<file path="src/rtl/axi_regbank_pkg.sv">
// Shared constants and helpers for the AXI4-Lite register bank.
// Helpers work on the widest supported data width and are cast at the call site.
package axi_regbank_pkg;

   localparam logic [1:0] RESP_OKAY   = 2'b00;
   localparam logic [1:0] RESP_SLVERR = 2'b10;

   // Strip the byte offset from a byte address.
   function automatic logic [63:0] reg_index(input logic [63:0] addr,
                                             input int unsigned data_width);
      return (data_width == 64) ? (addr >> 3) : (addr >> 2);
   endfunction

   // Replace only the byte lanes whose strobe bit is set.
   function automatic logic [63:0] byte_merge(input logic [63:0] old_val,
                                              input logic [63:0] new_val,
                                              input logic [7:0]  strb);
      logic [63:0] res;
      res = old_val;
      for (int b = 0; b < 8; b++) begin
         if (strb[b]) res[b*8 +: 8] = new_val[b*8 +: 8];
      end
      return res;
   endfunction

endpackage

</file>
<file path="src/rtl/axi_regbank_if.sv">
// AXI4-Lite bus bundle between the PS master port and the register bank.
interface axi_regbank_if #(
   parameter int unsigned C_S_AXI_DATA_WIDTH = 32,
   parameter int unsigned C_S_AXI_ADDR_WIDTH = 6
);
   localparam int unsigned STRB_W = C_S_AXI_DATA_WIDTH / 8;

   logic [C_S_AXI_ADDR_WIDTH-1:0] S_AXI_AWADDR;
   logic [2:0]                    S_AXI_AWPROT;
   logic                          S_AXI_AWVALID;
   logic                          S_AXI_AWREADY;
   logic [C_S_AXI_DATA_WIDTH-1:0] S_AXI_WDATA;
   logic [STRB_W-1:0]             S_AXI_WSTRB;
   logic                          S_AXI_WVALID;
   logic                          S_AXI_WREADY;
   logic [1:0]                    S_AXI_BRESP;
   logic                          S_AXI_BVALID;
   logic                          S_AXI_BREADY;
   logic [C_S_AXI_ADDR_WIDTH-1:0] S_AXI_ARADDR;
   logic [2:0]                    S_AXI_ARPROT;
   logic                          S_AXI_ARVALID;
   logic                          S_AXI_ARREADY;
   logic [C_S_AXI_DATA_WIDTH-1:0] S_AXI_RDATA;
   logic [1:0]                    S_AXI_RRESP;
   logic                          S_AXI_RVALID;
   logic                          S_AXI_RREADY;

   modport master (
      output S_AXI_AWADDR, S_AXI_AWPROT, S_AXI_AWVALID,
      output S_AXI_WDATA, S_AXI_WSTRB, S_AXI_WVALID,
      output S_AXI_BREADY,
      output S_AXI_ARADDR, S_AXI_ARPROT, S_AXI_ARVALID,
      output S_AXI_RREADY,
      input  S_AXI_AWREADY, S_AXI_WREADY, S_AXI_BRESP, S_AXI_BVALID,
      input  S_AXI_ARREADY, S_AXI_RDATA, S_AXI_RRESP, S_AXI_RVALID
   );

   modport slave (
      input  S_AXI_AWADDR, S_AXI_AWPROT, S_AXI_AWVALID,
      input  S_AXI_WDATA, S_AXI_WSTRB, S_AXI_WVALID,
      input  S_AXI_BREADY,
      input  S_AXI_ARADDR, S_AXI_ARPROT, S_AXI_ARVALID,
      input  S_AXI_RREADY,
      output S_AXI_AWREADY, S_AXI_WREADY, S_AXI_BRESP, S_AXI_BVALID,
      output S_AXI_ARREADY, S_AXI_RDATA, S_AXI_RRESP, S_AXI_RVALID
   );

endinterface

</file>
<file path="src/rtl/axi_regbank_wrchan.sv">
// Write channel: independent AW/W holding latches, commit decision and B response.
module axi_regbank_wrchan
   import axi_regbank_pkg::*;
#(
   parameter int unsigned NREGS              = 16,
   parameter int unsigned C_S_AXI_DATA_WIDTH = 32,
   parameter int unsigned C_S_AXI_ADDR_WIDTH = 6,
   localparam int unsigned DW     = C_S_AXI_DATA_WIDTH,
   localparam int unsigned STRB_W = DW / 8,
   localparam int unsigned IDX_W  = C_S_AXI_ADDR_WIDTH - $clog2(STRB_W)
) (
   input  logic               clk,
   input  logic               rst,
   axi_regbank_if.slave       s_axi,
   output logic               commit,
   output logic [IDX_W-1:0]   commit_idx,
   output logic [DW-1:0]      wdata,
   output logic [STRB_W-1:0]  wstrb
);

   logic                          aw_held;
   logic                          w_held;
   logic [C_S_AXI_ADDR_WIDTH-1:0] aw_addr;
   logic [DW-1:0]                 w_data;
   logic [STRB_W-1:0]             w_strb;
   logic                          bvalid;
   logic [1:0]                    bresp;
   logic                          in_range;

   assign commit     = aw_held && w_held && !bvalid;
   assign commit_idx = IDX_W'(reg_index(64'(aw_addr), DW));
   assign wdata      = w_data;
   assign wstrb      = w_strb;
   assign in_range   = (32'(commit_idx) < NREGS);

   assign s_axi.S_AXI_AWREADY = !aw_held && !bvalid;
   assign s_axi.S_AXI_WREADY  = !w_held && !bvalid;
   assign s_axi.S_AXI_BVALID  = bvalid;
   assign s_axi.S_AXI_BRESP   = bresp;

   // Latches fill on handshake and drain together on commit; no handshake can coincide with commit.
   always_ff @(posedge clk or posedge rst) begin
      if (rst) begin
         aw_held <= 1'b0;
         w_held  <= 1'b0;
         aw_addr <= '0;
         w_data  <= '0;
         w_strb  <= '0;
         bvalid  <= 1'b0;
         bresp   <= RESP_OKAY;
      end else if (commit) begin
         aw_held <= 1'b0;
         w_held  <= 1'b0;
         bvalid  <= 1'b1;
         bresp   <= in_range ? RESP_OKAY : RESP_SLVERR;
      end else begin
         if (s_axi.S_AXI_AWVALID && !aw_held && !bvalid) begin
            aw_held <= 1'b1;
            aw_addr <= s_axi.S_AXI_AWADDR;
         end
         if (s_axi.S_AXI_WVALID && !w_held && !bvalid) begin
            w_held <= 1'b1;
            w_data <= s_axi.S_AXI_WDATA;
            w_strb <= s_axi.S_AXI_WSTRB;
         end
         if (bvalid && s_axi.S_AXI_BREADY) bvalid <= 1'b0;
      end
   end

endmodule

</file>
<file path="src/rtl/axi_regbank.sv">
// Parametrised AXI4-Lite register bank with read-only, self-clearing and strobe support.
module axi_regbank
   import axi_regbank_pkg::*;
#(
   parameter int unsigned     NREGS              = 16,
   parameter int unsigned     C_S_AXI_DATA_WIDTH = 32,
   parameter int unsigned     C_S_AXI_ADDR_WIDTH = 6,
   parameter logic [NREGS-1:0] RO_MASK           = '0,
   parameter logic [NREGS-1:0] PULSE_MASK        = '0
) (
   input  logic                                 S_AXI_ACLK,
   input  logic                                 S_AXI_ARESET,
   axi_regbank_if.slave                         s_axi,
   output logic [NREGS-1:0][C_S_AXI_DATA_WIDTH-1:0] slv_reg,
   input  logic [NREGS-1:0][C_S_AXI_DATA_WIDTH-1:0] slv_read,
   output logic [NREGS-1:0]                     wr_strobe,
   output logic [NREGS-1:0]                     rd_strobe
);

   localparam int unsigned DW     = C_S_AXI_DATA_WIDTH;
   localparam int unsigned STRB_W = DW / 8;
   localparam int unsigned IDX_W  = C_S_AXI_ADDR_WIDTH - $clog2(STRB_W);
   localparam int unsigned SEL_W  = (NREGS > 1) ? $clog2(NREGS) : 1;

   logic               commit;
   logic [IDX_W-1:0]   commit_idx;
   logic [DW-1:0]      wdata;
   logic [STRB_W-1:0]  wstrb;
   logic [IDX_W-1:0]   ar_idx;
   logic               rvalid;
   logic [1:0]         rresp;
   logic [DW-1:0]      rdata;

   axi_regbank_wrchan #(
      .NREGS              (NREGS),
      .C_S_AXI_DATA_WIDTH (C_S_AXI_DATA_WIDTH),
      .C_S_AXI_ADDR_WIDTH (C_S_AXI_ADDR_WIDTH)
   ) u_wrchan (
      .clk        (S_AXI_ACLK),
      .rst        (S_AXI_ARESET),
      .s_axi      (s_axi),
      .commit     (commit),
      .commit_idx (commit_idx),
      .wdata      (wdata),
      .wstrb      (wstrb)
   );

   // Register array: committed writes merge by lane; pulse registers fall back to 0 otherwise.
   always_ff @(posedge S_AXI_ACLK or posedge S_AXI_ARESET) begin
      if (S_AXI_ARESET) begin
         slv_reg   <= '0;
         wr_strobe <= '0;
      end else begin
         for (int unsigned i = 0; i < NREGS; i++) begin
            if (commit && (32'(commit_idx) == i)) begin
               wr_strobe[SEL_W'(i)] <= 1'b1;
               if (!RO_MASK[SEL_W'(i)]) begin
                  slv_reg[SEL_W'(i)] <= DW'(byte_merge(64'(slv_reg[SEL_W'(i)]), 64'(wdata),
                                                       8'(wstrb)));
               end
            end else begin
               wr_strobe[SEL_W'(i)] <= 1'b0;
               if (PULSE_MASK[SEL_W'(i)]) slv_reg[SEL_W'(i)] <= '0;
            end
         end
      end
   end

   assign ar_idx = IDX_W'(reg_index(64'(s_axi.S_AXI_ARADDR), DW));

   assign s_axi.S_AXI_ARREADY = !rvalid;
   assign s_axi.S_AXI_RVALID  = rvalid;
   assign s_axi.S_AXI_RRESP   = rresp;
   assign s_axi.S_AXI_RDATA   = rdata;

   // Read channel: capture on AR handshake, hold until RREADY.
   always_ff @(posedge S_AXI_ACLK or posedge S_AXI_ARESET) begin
      if (S_AXI_ARESET) begin
         rvalid    <= 1'b0;
         rresp     <= RESP_OKAY;
         rdata     <= '0;
         rd_strobe <= '0;
      end else begin
         rd_strobe <= '0;
         if (s_axi.S_AXI_ARVALID && !rvalid) begin
            rvalid <= 1'b1;
            rresp  <= RESP_SLVERR;
            rdata  <= '0;
            for (int unsigned i = 0; i < NREGS; i++) begin
               if (32'(ar_idx) == i) begin
                  rresp                 <= RESP_OKAY;
                  rdata                 <= slv_read[SEL_W'(i)];
                  rd_strobe[SEL_W'(i)]  <= 1'b1;
               end
            end
         end else if (rvalid && s_axi.S_AXI_RREADY) begin
            rvalid <= 1'b0;
         end
      end
   end

endmodule

</file>
<file path="src/flat_wrapper.sv">
// flat-port wrapper written by rule: the top's interface ports become plain ports
module axi_regbank_flat import axi_regbank_pkg::*;
#(
   parameter int unsigned     NREGS              = 16,
   parameter int unsigned     C_S_AXI_DATA_WIDTH = 32,
   parameter int unsigned     C_S_AXI_ADDR_WIDTH = 6,
   parameter logic [NREGS-1:0] RO_MASK           = '0,
   parameter logic [NREGS-1:0] PULSE_MASK        = '0
)
  (S_AXI_ACLK, S_AXI_ARESET, slv_reg, slv_read, wr_strobe, rd_strobe, s_axi_S_AXI_AWADDR, s_axi_S_AXI_AWPROT, s_axi_S_AXI_AWVALID, s_axi_S_AXI_WDATA, s_axi_S_AXI_WSTRB, s_axi_S_AXI_WVALID, s_axi_S_AXI_BREADY, s_axi_S_AXI_ARADDR, s_axi_S_AXI_ARPROT, s_axi_S_AXI_ARVALID, s_axi_S_AXI_RREADY, s_axi_S_AXI_AWREADY, s_axi_S_AXI_WREADY, s_axi_S_AXI_BRESP, s_axi_S_AXI_BVALID, s_axi_S_AXI_ARREADY, s_axi_S_AXI_RDATA, s_axi_S_AXI_RRESP, s_axi_S_AXI_RVALID);
  axi_regbank_if #(.C_S_AXI_DATA_WIDTH(C_S_AXI_DATA_WIDTH), .C_S_AXI_ADDR_WIDTH(C_S_AXI_ADDR_WIDTH)) s_axi_i ();
  input  logic S_AXI_ACLK;
  input  logic S_AXI_ARESET;
  output logic [NREGS-1:0][C_S_AXI_DATA_WIDTH-1:0] slv_reg;
  input  logic [NREGS-1:0][C_S_AXI_DATA_WIDTH-1:0] slv_read;
  output logic [NREGS-1:0] wr_strobe;
  output logic [NREGS-1:0] rd_strobe;
  input wire logic [$bits(s_axi_i.S_AXI_AWADDR)-1:0] s_axi_S_AXI_AWADDR;
  input wire logic [$bits(s_axi_i.S_AXI_AWPROT)-1:0] s_axi_S_AXI_AWPROT;
  input wire logic [$bits(s_axi_i.S_AXI_AWVALID)-1:0] s_axi_S_AXI_AWVALID;
  input wire logic [$bits(s_axi_i.S_AXI_WDATA)-1:0] s_axi_S_AXI_WDATA;
  input wire logic [$bits(s_axi_i.S_AXI_WSTRB)-1:0] s_axi_S_AXI_WSTRB;
  input wire logic [$bits(s_axi_i.S_AXI_WVALID)-1:0] s_axi_S_AXI_WVALID;
  input wire logic [$bits(s_axi_i.S_AXI_BREADY)-1:0] s_axi_S_AXI_BREADY;
  input wire logic [$bits(s_axi_i.S_AXI_ARADDR)-1:0] s_axi_S_AXI_ARADDR;
  input wire logic [$bits(s_axi_i.S_AXI_ARPROT)-1:0] s_axi_S_AXI_ARPROT;
  input wire logic [$bits(s_axi_i.S_AXI_ARVALID)-1:0] s_axi_S_AXI_ARVALID;
  input wire logic [$bits(s_axi_i.S_AXI_RREADY)-1:0] s_axi_S_AXI_RREADY;
  output wire logic [$bits(s_axi_i.S_AXI_AWREADY)-1:0] s_axi_S_AXI_AWREADY;
  output wire logic [$bits(s_axi_i.S_AXI_WREADY)-1:0] s_axi_S_AXI_WREADY;
  output wire logic [$bits(s_axi_i.S_AXI_BRESP)-1:0] s_axi_S_AXI_BRESP;
  output wire logic [$bits(s_axi_i.S_AXI_BVALID)-1:0] s_axi_S_AXI_BVALID;
  output wire logic [$bits(s_axi_i.S_AXI_ARREADY)-1:0] s_axi_S_AXI_ARREADY;
  output wire logic [$bits(s_axi_i.S_AXI_RDATA)-1:0] s_axi_S_AXI_RDATA;
  output wire logic [$bits(s_axi_i.S_AXI_RRESP)-1:0] s_axi_S_AXI_RRESP;
  output wire logic [$bits(s_axi_i.S_AXI_RVALID)-1:0] s_axi_S_AXI_RVALID;
  assign s_axi_i.S_AXI_AWADDR = s_axi_S_AXI_AWADDR;
  assign s_axi_i.S_AXI_AWPROT = s_axi_S_AXI_AWPROT;
  assign s_axi_i.S_AXI_AWVALID = s_axi_S_AXI_AWVALID;
  assign s_axi_i.S_AXI_WDATA = s_axi_S_AXI_WDATA;
  assign s_axi_i.S_AXI_WSTRB = s_axi_S_AXI_WSTRB;
  assign s_axi_i.S_AXI_WVALID = s_axi_S_AXI_WVALID;
  assign s_axi_i.S_AXI_BREADY = s_axi_S_AXI_BREADY;
  assign s_axi_i.S_AXI_ARADDR = s_axi_S_AXI_ARADDR;
  assign s_axi_i.S_AXI_ARPROT = s_axi_S_AXI_ARPROT;
  assign s_axi_i.S_AXI_ARVALID = s_axi_S_AXI_ARVALID;
  assign s_axi_i.S_AXI_RREADY = s_axi_S_AXI_RREADY;
  assign s_axi_S_AXI_AWREADY = s_axi_i.S_AXI_AWREADY;
  assign s_axi_S_AXI_WREADY = s_axi_i.S_AXI_WREADY;
  assign s_axi_S_AXI_BRESP = s_axi_i.S_AXI_BRESP;
  assign s_axi_S_AXI_BVALID = s_axi_i.S_AXI_BVALID;
  assign s_axi_S_AXI_ARREADY = s_axi_i.S_AXI_ARREADY;
  assign s_axi_S_AXI_RDATA = s_axi_i.S_AXI_RDATA;
  assign s_axi_S_AXI_RRESP = s_axi_i.S_AXI_RRESP;
  assign s_axi_S_AXI_RVALID = s_axi_i.S_AXI_RVALID;
  axi_regbank #(.NREGS(NREGS), .C_S_AXI_DATA_WIDTH(C_S_AXI_DATA_WIDTH), .C_S_AXI_ADDR_WIDTH(C_S_AXI_ADDR_WIDTH), .RO_MASK(RO_MASK), .PULSE_MASK(PULSE_MASK)) u_core (.S_AXI_ACLK(S_AXI_ACLK), .S_AXI_ARESET(S_AXI_ARESET), .s_axi(s_axi_i), .slv_reg(slv_reg), .slv_read(slv_read), .wr_strobe(wr_strobe), .rd_strobe(rd_strobe));
endmodule
</file>
<file path="config.mk">
export PLATFORM = sky130hd
export DESIGN_NAME = axi_regbank_flat
export DESIGN_NICKNAME = d
export VERILOG_FILES = /design/src/rtl/axi_regbank_pkg.sv /design/src/rtl/axi_regbank_if.sv /design/src/rtl/axi_regbank_wrchan.sv /design/src/rtl/axi_regbank.sv /design/src/flat_wrapper.sv
export SDC_FILE = /design/constraint.sdc
export NUM_CORES = 1
export LEC_CHECK = 0
export ABC_AREA = 1
export BUFFER_PORTS_ARGS = -buffer_cell sky130_fd_sc_hd__buf_2
export CAP_MARGIN = 15
export CORE_AREA = 2 2 454 456
export CTS_CLUSTER_DIAMETER = 200
export DETAILED_ROUTE_END_ITERATION = 10
export DIE_AREA = 0 0 456 458
export GPL_TIMING_DRIVEN = 1
export HOLD_SLACK_MARGIN = 0.06
export PLACE_DENSITY = 0.32
export SLEW_MARGIN = 20
export SYNTH_ARGS = -nofsm -noshare
export SYNTH_HDL_FRONTEND = slang
export SYNTH_SLANG_ARGS = --single-unit
</file>
<file path="constraint.sdc">
create_clock -name S_AXI_ACLK -period 17.71 [get_ports S_AXI_ACLK]
set_input_delay 1.771 -clock S_AXI_ACLK [delete_from_list [all_inputs] [get_ports S_AXI_ACLK]]
set_output_delay 1.771 -clock S_AXI_ACLK [all_outputs]
set_load 0.005 [all_outputs]
</file>
=== After elaboration in Yosys (flattened, before gate mapping) ===
Index checks and enable logic that the tools add are counted.

* Register bits: 624
* Input port bits: 573
* Output and inout bits: 585
* Logic and storage cells: 282

* Equality and inequality tests: 30
* Muxes and demuxes: 73
* Bitwise operators: 1
* Reductions and logical operators: 103

{| class="wikitable"
|+ Operators by type and width
! operator !! number
|-
| $mux W32 || 16
|-
| $reduce_and A2 Y1 || 66
|-
| $eq A4 B4 Y1 const B || 16
|-
| $mux W1 || 40
|-
| $eq A4 B3 Y1 const B || 8
|-
| $mux W2 || 16
|-
| $logic_and A1 B1 Y1 || 27
|-
| $eq A4 B2 Y1 const B || 4
|-
| $mux W16 || 1
|-
| $eq A4 B1 Y1 const B || 2
|-
| $logic_not A4 Y1 || 2
|-
| $reduce_bool A2 Y1 || 4
|-
| $logic_not A1 Y1 || 4
|-
| $not A1 Y1 || 1
|}

=== Logic depth before layout (Yosys ltp) ===
Gate-level depths: netlist of the first run.

* Depth in word-level cells: 17
* Depth in mapped cells: 14
* Depth with buffers taken out: 14

=== Worst setup path before layout of the first run ===
No wires, ideal clock.

* Kind: input to register
* From: in s_axi_S_AXI_ARADDR[2]
* To: reg u_core.rdata[11], in the netlist u_core.s_axi.S_AXI_RDATA[11]
* Library setup time: 0.117 ns
* Arrival time: 2.886 ns
* Data required time: 17.593 ns
* Path slack: 14.707 ns
* Stages on the path: 10
* Path buffers: 1
* Cells stage by stage: inv_2 -> nand2_1 -> nor2_1 -> inv_2 -> clkbuf_1 -> or2_2 -> nand2_1 -> nand2_1 -> nand2_1 -> nand2_1

* Cells in the longest elaborated chain, start to end: 17
* Elaborated cells between the ends (all ways): 32
* Classes of those cells: eq/ne: 15; mux: 16; reduce/logical: 1

{| class="wikitable"
|+ Ends and longest elaborated chain
! what !! RTL line !! source
|-
| from (decl) || flat_wrapper.sv:25 || <nowiki>input wire logic [$bits(s_axi_i.S_AXI_ARADDR)-1:0] s_axi_S_AXI_ARADDR;</nowiki>
|-
| $logic_not A4 Y1 || axi_regbank.sv:90 || <nowiki>if (32'(ar_idx) == i) begin</nowiki>
|-
| $mux W32 (15 in series) || axi_regbank.sv:90 ||
|-
| $mux W32 * || axi_regbank.sv:90 ||
|-
| to (signal assigned) || axi_regbank.sv:92 || <nowiki>rdata <= slv_read[SEL_W'(i)];</nowiki>
|-
| to (decl) || axi_regbank.sv:32 || <nowiki>logic [DW-1:0] rdata;</nowiki>
|}

Every way passes the cells marked *; elsewhere a longest branch is shown, timed or not.
A chain may end at the register's enable or synchronous reset.

=== Worst setup path after layout of the first run ===
* From: in s_axi_S_AXI_ARADDR[5]
* To: reg u_core.rdata[18], in the netlist u_core.s_axi.S_AXI_RDATA[18]

Same word-level chain as after synthesis.

==> results of run 1 <==
metrics by stage:
| stage | hold WS (ns) | cells |
|---|---|---|
| after CTS | 0.4811 | 6927 |
| final | 0.4767 | 6949 |
| after global placement | 0.4602 | 6777 |
| after floorplan | 0.4754 | 3082 |
| after global routing | 0.4936 | 6937 |
| after detailed placement | 0.4673 | 6777 |
cell families (layout without fill, tap and decap cells):
family / after synthesis / in the layout / synth area share
simple gates: 1460 / 1460 / 0.2301
compound gates: 623 / 623 / 0.1254
flops: 621 / 621 / 0.5820
buf+inv: 370 / 1527 / 0.06022
mux: 5 / 5 / 0.002109
other cells: 1 / 25 / 0.0001404
final cells by class:
class	count	share of cell area
diodes	22	0.001444
clock buffers	120	0.06388
clock inverters	30	0.009580
inverters	193	0.01910
multi-input cells	2091	0.2519
flip-flops and latches	621	0.4075
well taps	2688	0.08819
repair buffers	1184	0.1584
worst reg2reg max path, delay by kind of cell (launching register included):
kind / cells / cell delay [ns]
AOI/OAI and AO/OA: 1 / 0.08
DFF: 1 / 0.44
and+or+nand+nor: 5 / 2.15
layer usage:
metal  up-vias  global-route usage
met4        28             0.04210
li1      12210                   -
met5         -                   0
met2       972              0.2713
met3       239             0.04397
met1     13070              0.2120
worst paths after layout:
path / start / end / cells after the start
worst min-delay path: u_core.slv_reg[191] / u_core.slv_reg[191] / 2
worst max-delay path: s_axi_S_AXI_ARADDR[5] / u_core.s_axi.S_AXI_RDATA[18] / 14
worst min register to register: u_core.slv_reg[191] / u_core.slv_reg[191] / 2
min in group asynchronous: S_AXI_ARESET / u_core.s_axi.S_AXI_RRESP[1] / 2
max in group asynchronous: S_AXI_ARESET / u_core.u_wrchan.wdata[16] / 5
worst max register to register: u_core.u_wrchan.s_axi.S_AXI_BVALID / u_core.slv_reg[376] / 6
power by group through the flow:
| stage | Sequential (mW) | Clock, mW | Combinational (mW) |
|---|---|---|---|
| finish | 2.27 | 1.74 | 2.05 |
| global route | 2.34 | 1.86 | 2.26 |
| CTS | 2.27 | 1.80 | 2.15 |
| detailed placement | 2.29 | 0 | 2.15 |
| global placement | 2.27 | 0 | 2.14 |
| floorplan | 2.31 | 0 | 0.731 |
cell usage after synthesis:
| cell type | number | area (um2) |
|---|---|---|
| o21ai_1 | 200 | 1001 |
| clkinv_1 | 1 | 3.750 |
| nand2_1 | 965 | 3622 |
| nand3_4 | 2 | 35.03 |
| nor2_4 | 17 | 191.4 |
| mux2_2 | 5 | 56.30 |
| inv_2 | 6 | 22.52 |
| buf_1 | 2 | 7.510 |
| or2_1 | 4 | 25.02 |
| nand2_2 | 47 | 294.0 |
| buf_4 | 3 | 22.52 |
| nor3_4 | 1 | 16.27 |
| nor3_1 | 5 | 25.02 |
| o21ai_0 | 316 | 1582 |
| dfrtp_1 | 621 | 15540 |
| buf_2 | 70 | 350.3 |
| o21ai_2 | 4 | 35.03 |
| nor2_2 | 2 | 12.51 |
| conb_1 | 1 | 3.750 |
| a21oi_1 | 45 | 225.2 |
| inv_1 | 186 | 698.2 |
| clkbuf_1 | 86 | 322.8 |
| nor2_1 | 238 | 893.4 |
| a221oi_1 | 25 | 219.0 |
| nand2_4 | 3 | 33.78 |
| nand3_1 | 85 | 425.4 |
| or2_0 | 9 | 56.30 |
| buf_6 | 16 | 180.2 |
| a22o_1 | 32 | 280.3 |
| o21bai_1 | 1 | 7.510 |
| or2_2 | 14 | 87.58 |
| nand4_1 | 68 | 425.4 |
==> run metrics, run 1 <==
status finished, final reports clean; total CTS buffers between 80 and 90; DP HPWL 140.5 mm; # nets final approximately 4,700; Setup Fix Bufs, Post-CTS 0; DR pass1 iterations 7; Final Wtd Congestion between 0.9 and 1; synthesized cell area ~27,000 um2; overall power about 6.1 mW; CP Buf/Inv Count 3; Net Sw Frac 0.3947; Max Cap Viol 0; GR Overflow Total 0; Initial Util 0.1310; Top Family by Delay on Critical Path simple AND/OR/NAND/NOR gates; Pleak ~20 nW; final setup margin between 10 and 15 ns; M1 WL approximately 76 mm; Achievable Freq around 260 MHz; Hold-fix buffers, CTS 0; Setup TNS Final 0 ns; CTS Sinks a little over 600; DRT iter0 DRCs 2,074; CP peak stage delay approximately 0.6 ns; Die Width 456 um; CP most frequent cell nand2_1; Max H-tree Level 3; Multi-input gate area between 9000 and 10,000 um2; most frequent cells in the layout buf_2 (1,144), nand2_1 (963), dfrtp_1 (621), o21ai_0 (316), nor2_1 (228); global-route wire length before repair between 200 and 250 mm; Hold Path Class register to register; Seq. cell area between 15,000 and 20,000 um2; fin util 0.1872; Logic pwr share 0.339; Sw Pwr between 2 and 2.5 mW; R2R setup slack 14.87 ns; core box area 203,800 um2; post-synthesis average cell area 8.669 um2; Slowest-stage cell, CP nand4_1; crit-path cells buf_2 -> inv_1 -> nand2_1 -> nor2_2 -> inv_2 -> nor2_1 -> nor2_1 -> nand4_1 -> nor2_1 -> nand4_1 -> nand2_1 -> nand2_1 -> nand2_1 -> nand2_1; RSZ-0062 raised after global routing no; Reg power frac 0.374; endpoints failing setup 0; Synth cell types 32; Final Hold Viols 0; Post-DP Area ~35,000 um2; vias in the first global route 25,440; highest routed layer met5; WS Path Type primary input to register; max reg flops ~510; FP Rows 166; Setup Skew 0.03727 ns; largest net degree at the start of global routing 135; Clk pwr share 0.286; routed via count between 20,000 and 30,000; internal power around 3.7 mW; I/O pins roughly 1,200; post-cts repair resize count 0; layout cell share with drive strength beyond 1 0.3388; Final Max Tran Viols 0; Synth Instances 3,080; Arr. time, crit path between 4 and 5 ns; Vias/cell roughly 3.8; antenna violations before repair between 80 and 90; VDD IR max 0.07873 mV; Clock Path Buffers 3; fillcell total about 23,000; fin crit share 0.2208; peak fanout along the critical path 26; worst-margin pin slew ~1.1 ns; cell chosen for the clock root clkbuf_16; drt drc 0; CP endpoint kind register; met3 WL post-DR between 10 and 15 mm; All-Layer GR Usage 0.1647; number of port buffers approximately 1,100; WL met2 around 85 mm; slew margin rel. 0.2526; Crit path required time between 15 and 20 ns; Synth Register Bits 621; register area share after synthesis 0.5820; Post-Layout Inst Area 38,140 um2; Pwr Density 158.9 nW/um2; min Tclk post-route a little under 4 ns; Post-Place Setup Slack 12.73 ns; die area 208,800 um2; P&R area growth vs syn 42.83%; synth warn 0; Post-DRT Antenna Nets 0; Clock Pin Slew Worst Setup and Hold Paths about 0.06 ns; crit start category primary input; detail-routed net length per standard cell roughly 26 um; commonest non-fill, non-tap cell in the layout buf_2; TritonCTS clock tree yes; die height 458 um; Routed WL 178.4 mm; Clk Latency, worst-skew pair ~0.70 ns
Power figures use the tool's default switching activity.
==> inputs of run 2 (changes only) <==
--- a/config.mk
+++ b/config.mk
@@ -8,13 +8,13 @@
 export ABC_AREA = 1
 export BUFFER_PORTS_ARGS = -buffer_cell sky130_fd_sc_hd__buf_2
 export CAP_MARGIN = 15
-export CORE_AREA = 2 2 454 456
+export CORE_AREA = 2 2 455 457
 export CTS_CLUSTER_DIAMETER = 200
 export DETAILED_ROUTE_END_ITERATION = 10
-export DIE_AREA = 0 0 456 458
+export DIE_AREA = 0 0 457 459
 export GPL_TIMING_DRIVEN = 1
 export HOLD_SLACK_MARGIN = 0.06
-export PLACE_DENSITY = 0.32
+export PLACE_DENSITY = 0.31
 export SLEW_MARGIN = 20
 export SYNTH_ARGS = -nofsm -noshare
 export SYNTH_HDL_FRONTEND = slang
==> constraint.sdc (replaced) <==
create_clock -name S_AXI_ACLK -period 3.6 [get_ports S_AXI_ACLK]
set_input_delay 0.36 -clock S_AXI_ACLK [delete_from_list [all_inputs] [get_ports S_AXI_ACLK]]
set_output_delay 0.36 -clock S_AXI_ACLK [all_outputs]
set_load 0.005 [all_outputs]
==> run 2 against run 1 <==
  * Final cell count is 2.6% higher
  * Clock skew grew 0.030 ns
  * Sequential power grew to 5.0 times the previous value
  * Worst setup slack got worse by 14 ns
  * Critical path type unchanged
  * Largest power group unchanged
==> run metrics, run 2 (synthesis results as in run 1) <==
status finished, final reports clean; Achievable Freq about 290 MHz; Final Hold Viols 0 (unchanged); CP peak stage delay 0.55 ns (-0.05 ns); vias in the first global route 26,420 (+3.9%); Post-DRT Antenna Nets 0 (unchanged); Hold Crit Endpoint u_core.s_axi.S_AXI_RDATA[20]; Routed WL 178.4 mm (about the same); Hold Path Class primary input to register; VDD IR max 0.3890 mV (+390%); Clock Pin Slew Worst Setup and Hold Paths 0.06 ns (about the same); RSZ-0062 raised after global routing no; total CTS buffers 84 (+1.2%); CTS Sinks 621 (unchanged); slew margin rel. 0.2895 (+0.03695); CP endpoint kind register; Pwr Density 758.3 nW/um2 (+380%); Clock Path Buffers 3 (unchanged); hold_sp slv_read[468]; max reg flops 512 (unchanged); Final Max Tran Viols 0 (unchanged); Post-Place Setup Slack 0.4516 ns (-12.28 ns); cell chosen for the clock root clkbuf_16; DR pass1 iterations 5 (-2); Vias/cell 3.760 (-1.5%); Hold Path Cell Cnt 5 (+3); All-Layer GR Usage 0.1635 (-0.001152); Final Wtd Congestion 0.8954 (-3.5%); # nets final 4,897 (+3.2%); Max H-tree Level 3 (unchanged); Die Width 457 um (+0.22%); crit start category primary input; Max Cap Viol 0 (unchanged); I/O pins 1,158 (unchanged); post-cts repair resize count 0 (unchanged); Reg2Reg Depth 10 (+4); min Tclk post-route roughly 3.5 ns; CP most frequent cell nand2_1; Arr. time, crit path 4.09 ns (-0.41 ns); Clk Latency, worst-skew pair 0.72 ns (+0.02 ns); worst hold slack 0.1758 ns (-0.3008 ns); GR Overflow Total 0 (unchanged); fin crit share 0.9730; TritonCTS clock tree yes; drt drc 0 (unchanged); final setup margin 0.09714 ns (-13.70 ns); endpoints failing setup 0 (unchanged); antenna violations before repair 80 (-4.8%); R2R setup slack 0.91 ns (-13.96 ns); crit-path cells buf_2 -> inv_1 -> nand2_1 -> nor2_2 -> inv_2 -> nor2_1 -> nor2_1 -> nand4_1 -> nor2_1 -> nand4_1 -> nand2_1 -> nand2_1 -> nand2_1 -> dlygate4sd3_1 -> nand2_1 -> dlygate4sd3_1; core box area 205,600 um2 (+0.91%); peak fanout along the critical path 26 (unchanged); FP Rows 167 (+0.60%); WS Path Type primary input to register; Setup TNS Final 0 ns (unchanged); Setup Fix Bufs, Post-CTS 0 (unchanged); die height 459 um (+0.22%); R2R Path Start u_core.s_axi.S_AXI_RVALID; worst-margin pin slew 1.065 ns (-0.05248 ns); Setup Skew 0.06768 ns (+0.03041 ns); Slowest-stage cell, CP dlygate4sd3_1; Crit path required time 4.19 ns (-14.11 ns); layout cell share with drive strength beyond 1 0.3337 (-0.005046); detail-routed net length per standard cell 25.01 um (-2.6%); Hold-fix buffers, CTS 115 (+115); P&R area growth vs syn 48.68%; fin util 0.1931 (+0.005912); most frequent cells in the layout buf_2 (1,144), nand2_1 (963), dfrtp_1 (621), o21ai_0 (316), nor2_1 (228); number of port buffers 1,144 (unchanged); R2R Path End u_core.s_axi.S_AXI_RDATA[29]; commonest non-fill, non-tap cell in the layout buf_2; die area 209,800 um2 (+0.44%); routed via count 26,820 (+1.1%); Initial Util 0.1299 (-0.001182); fillcell total 23,500 (+1.3%); largest net degree at the start of global routing 96 (-29%); DP HPWL 140.6 mm (about the same); Pleak 20.38 nW (+3.6%); global-route wire length before repair 236.6 mm (+0.37%); DRT iter0 DRCs 1,783 (-14%)
-- run 2: changes by cell type in the layout (fill, tap and decap cells not counted), moves of 3 or more --
cell           before  now
dlygate4sd3_1       0  115
buf_4              38   67
diode_2            22   39
clkbuf_8           22   13
buf_12              1    7
clkbuf_1           15   20
clkinv_2           13   18
bufinv_16           3    6
-- run 2: cell type report --
cell class                 count  area [um2]  share of cell area
clock buffer                 117        2356             0.05935
multi-input combinational   2091        9600              0.2418
clock inverter                35       473.0             0.01191
inverter                     193       728.2             0.01834
antenna                       39       97.59            0.002458
tap                         2704        3383             0.08522
sequential                   621       15540              0.3915
timing repair buffer        1333        7520              0.1894
-- run 2: worst max-delay path: cells and delay by family --
kind | cells | cell delay, ns
simple gates | 11 | 1.89
buf+inv | 5 | 1.81
-- run 2: worst max-delay path by stage --
stage,startpoint,endpoint,cells past startpoint
2_1_floorplan,S_AXI_ARESET,u_core.rd_strobe[0],1
3_3_place_gp,s_axi_S_AXI_ARADDR[2],u_core.s_axi.S_AXI_RDATA[25],12
3_5_place_dp,s_axi_S_AXI_ARADDR[2],u_core.s_axi.S_AXI_RDATA[25],12
4_1_cts,s_axi_S_AXI_ARADDR[2],u_core.s_axi.S_AXI_RDATA[25],14
5_1_grt,s_axi_S_AXI_ARADDR[2],u_core.s_axi.S_AXI_RDATA[25],14
6_report,s_axi_S_AXI_ARADDR[5],u_core.s_axi.S_AXI_RDATA[16],16
-- run 2: power by group --
| group | switching [mW] | leakage, nW | internal (mW) | total [mW] |
|---|---|---|---|---|
| clock network | 3.66 | 1.39 | 5.06 | 8.72 |
| registers | 1.57 | 8.24 | 9.70 | 11.3 |
| logic | 6.54 | 10.8 | 3.58 | 10.1 |
| total | 11.8 | 20.4 | 18.3 | 30.1 |
-- run 2: metrics by stage --
| stage | instances | instance area [um2] | total power, mW |
|---|---|---|---|
| 2_1_floorplan | 3082 | 26710 | 14.97 |
| 3_3_place_gp | 6827 | 35620 | 21.56 |
| 3_5_place_dp | 6827 | 35620 | 21.64 |
| 4_1_cts | 7094 | 39600 | 30.90 |
| 5_1_grt | 7111 | 39640 | 32.20 |
| 6_report | 7133 | 39700 | 30.10 |
-- run 2: layer usage --
layer	vias to the layer above	track usage	wire [um]
met5	-	0	107
met4	18	0.04702	4944
met3	216	0.05508	14390
met2	925	0.2609	82160
met1	13140	0.2087	76780
li1	12520	-	-
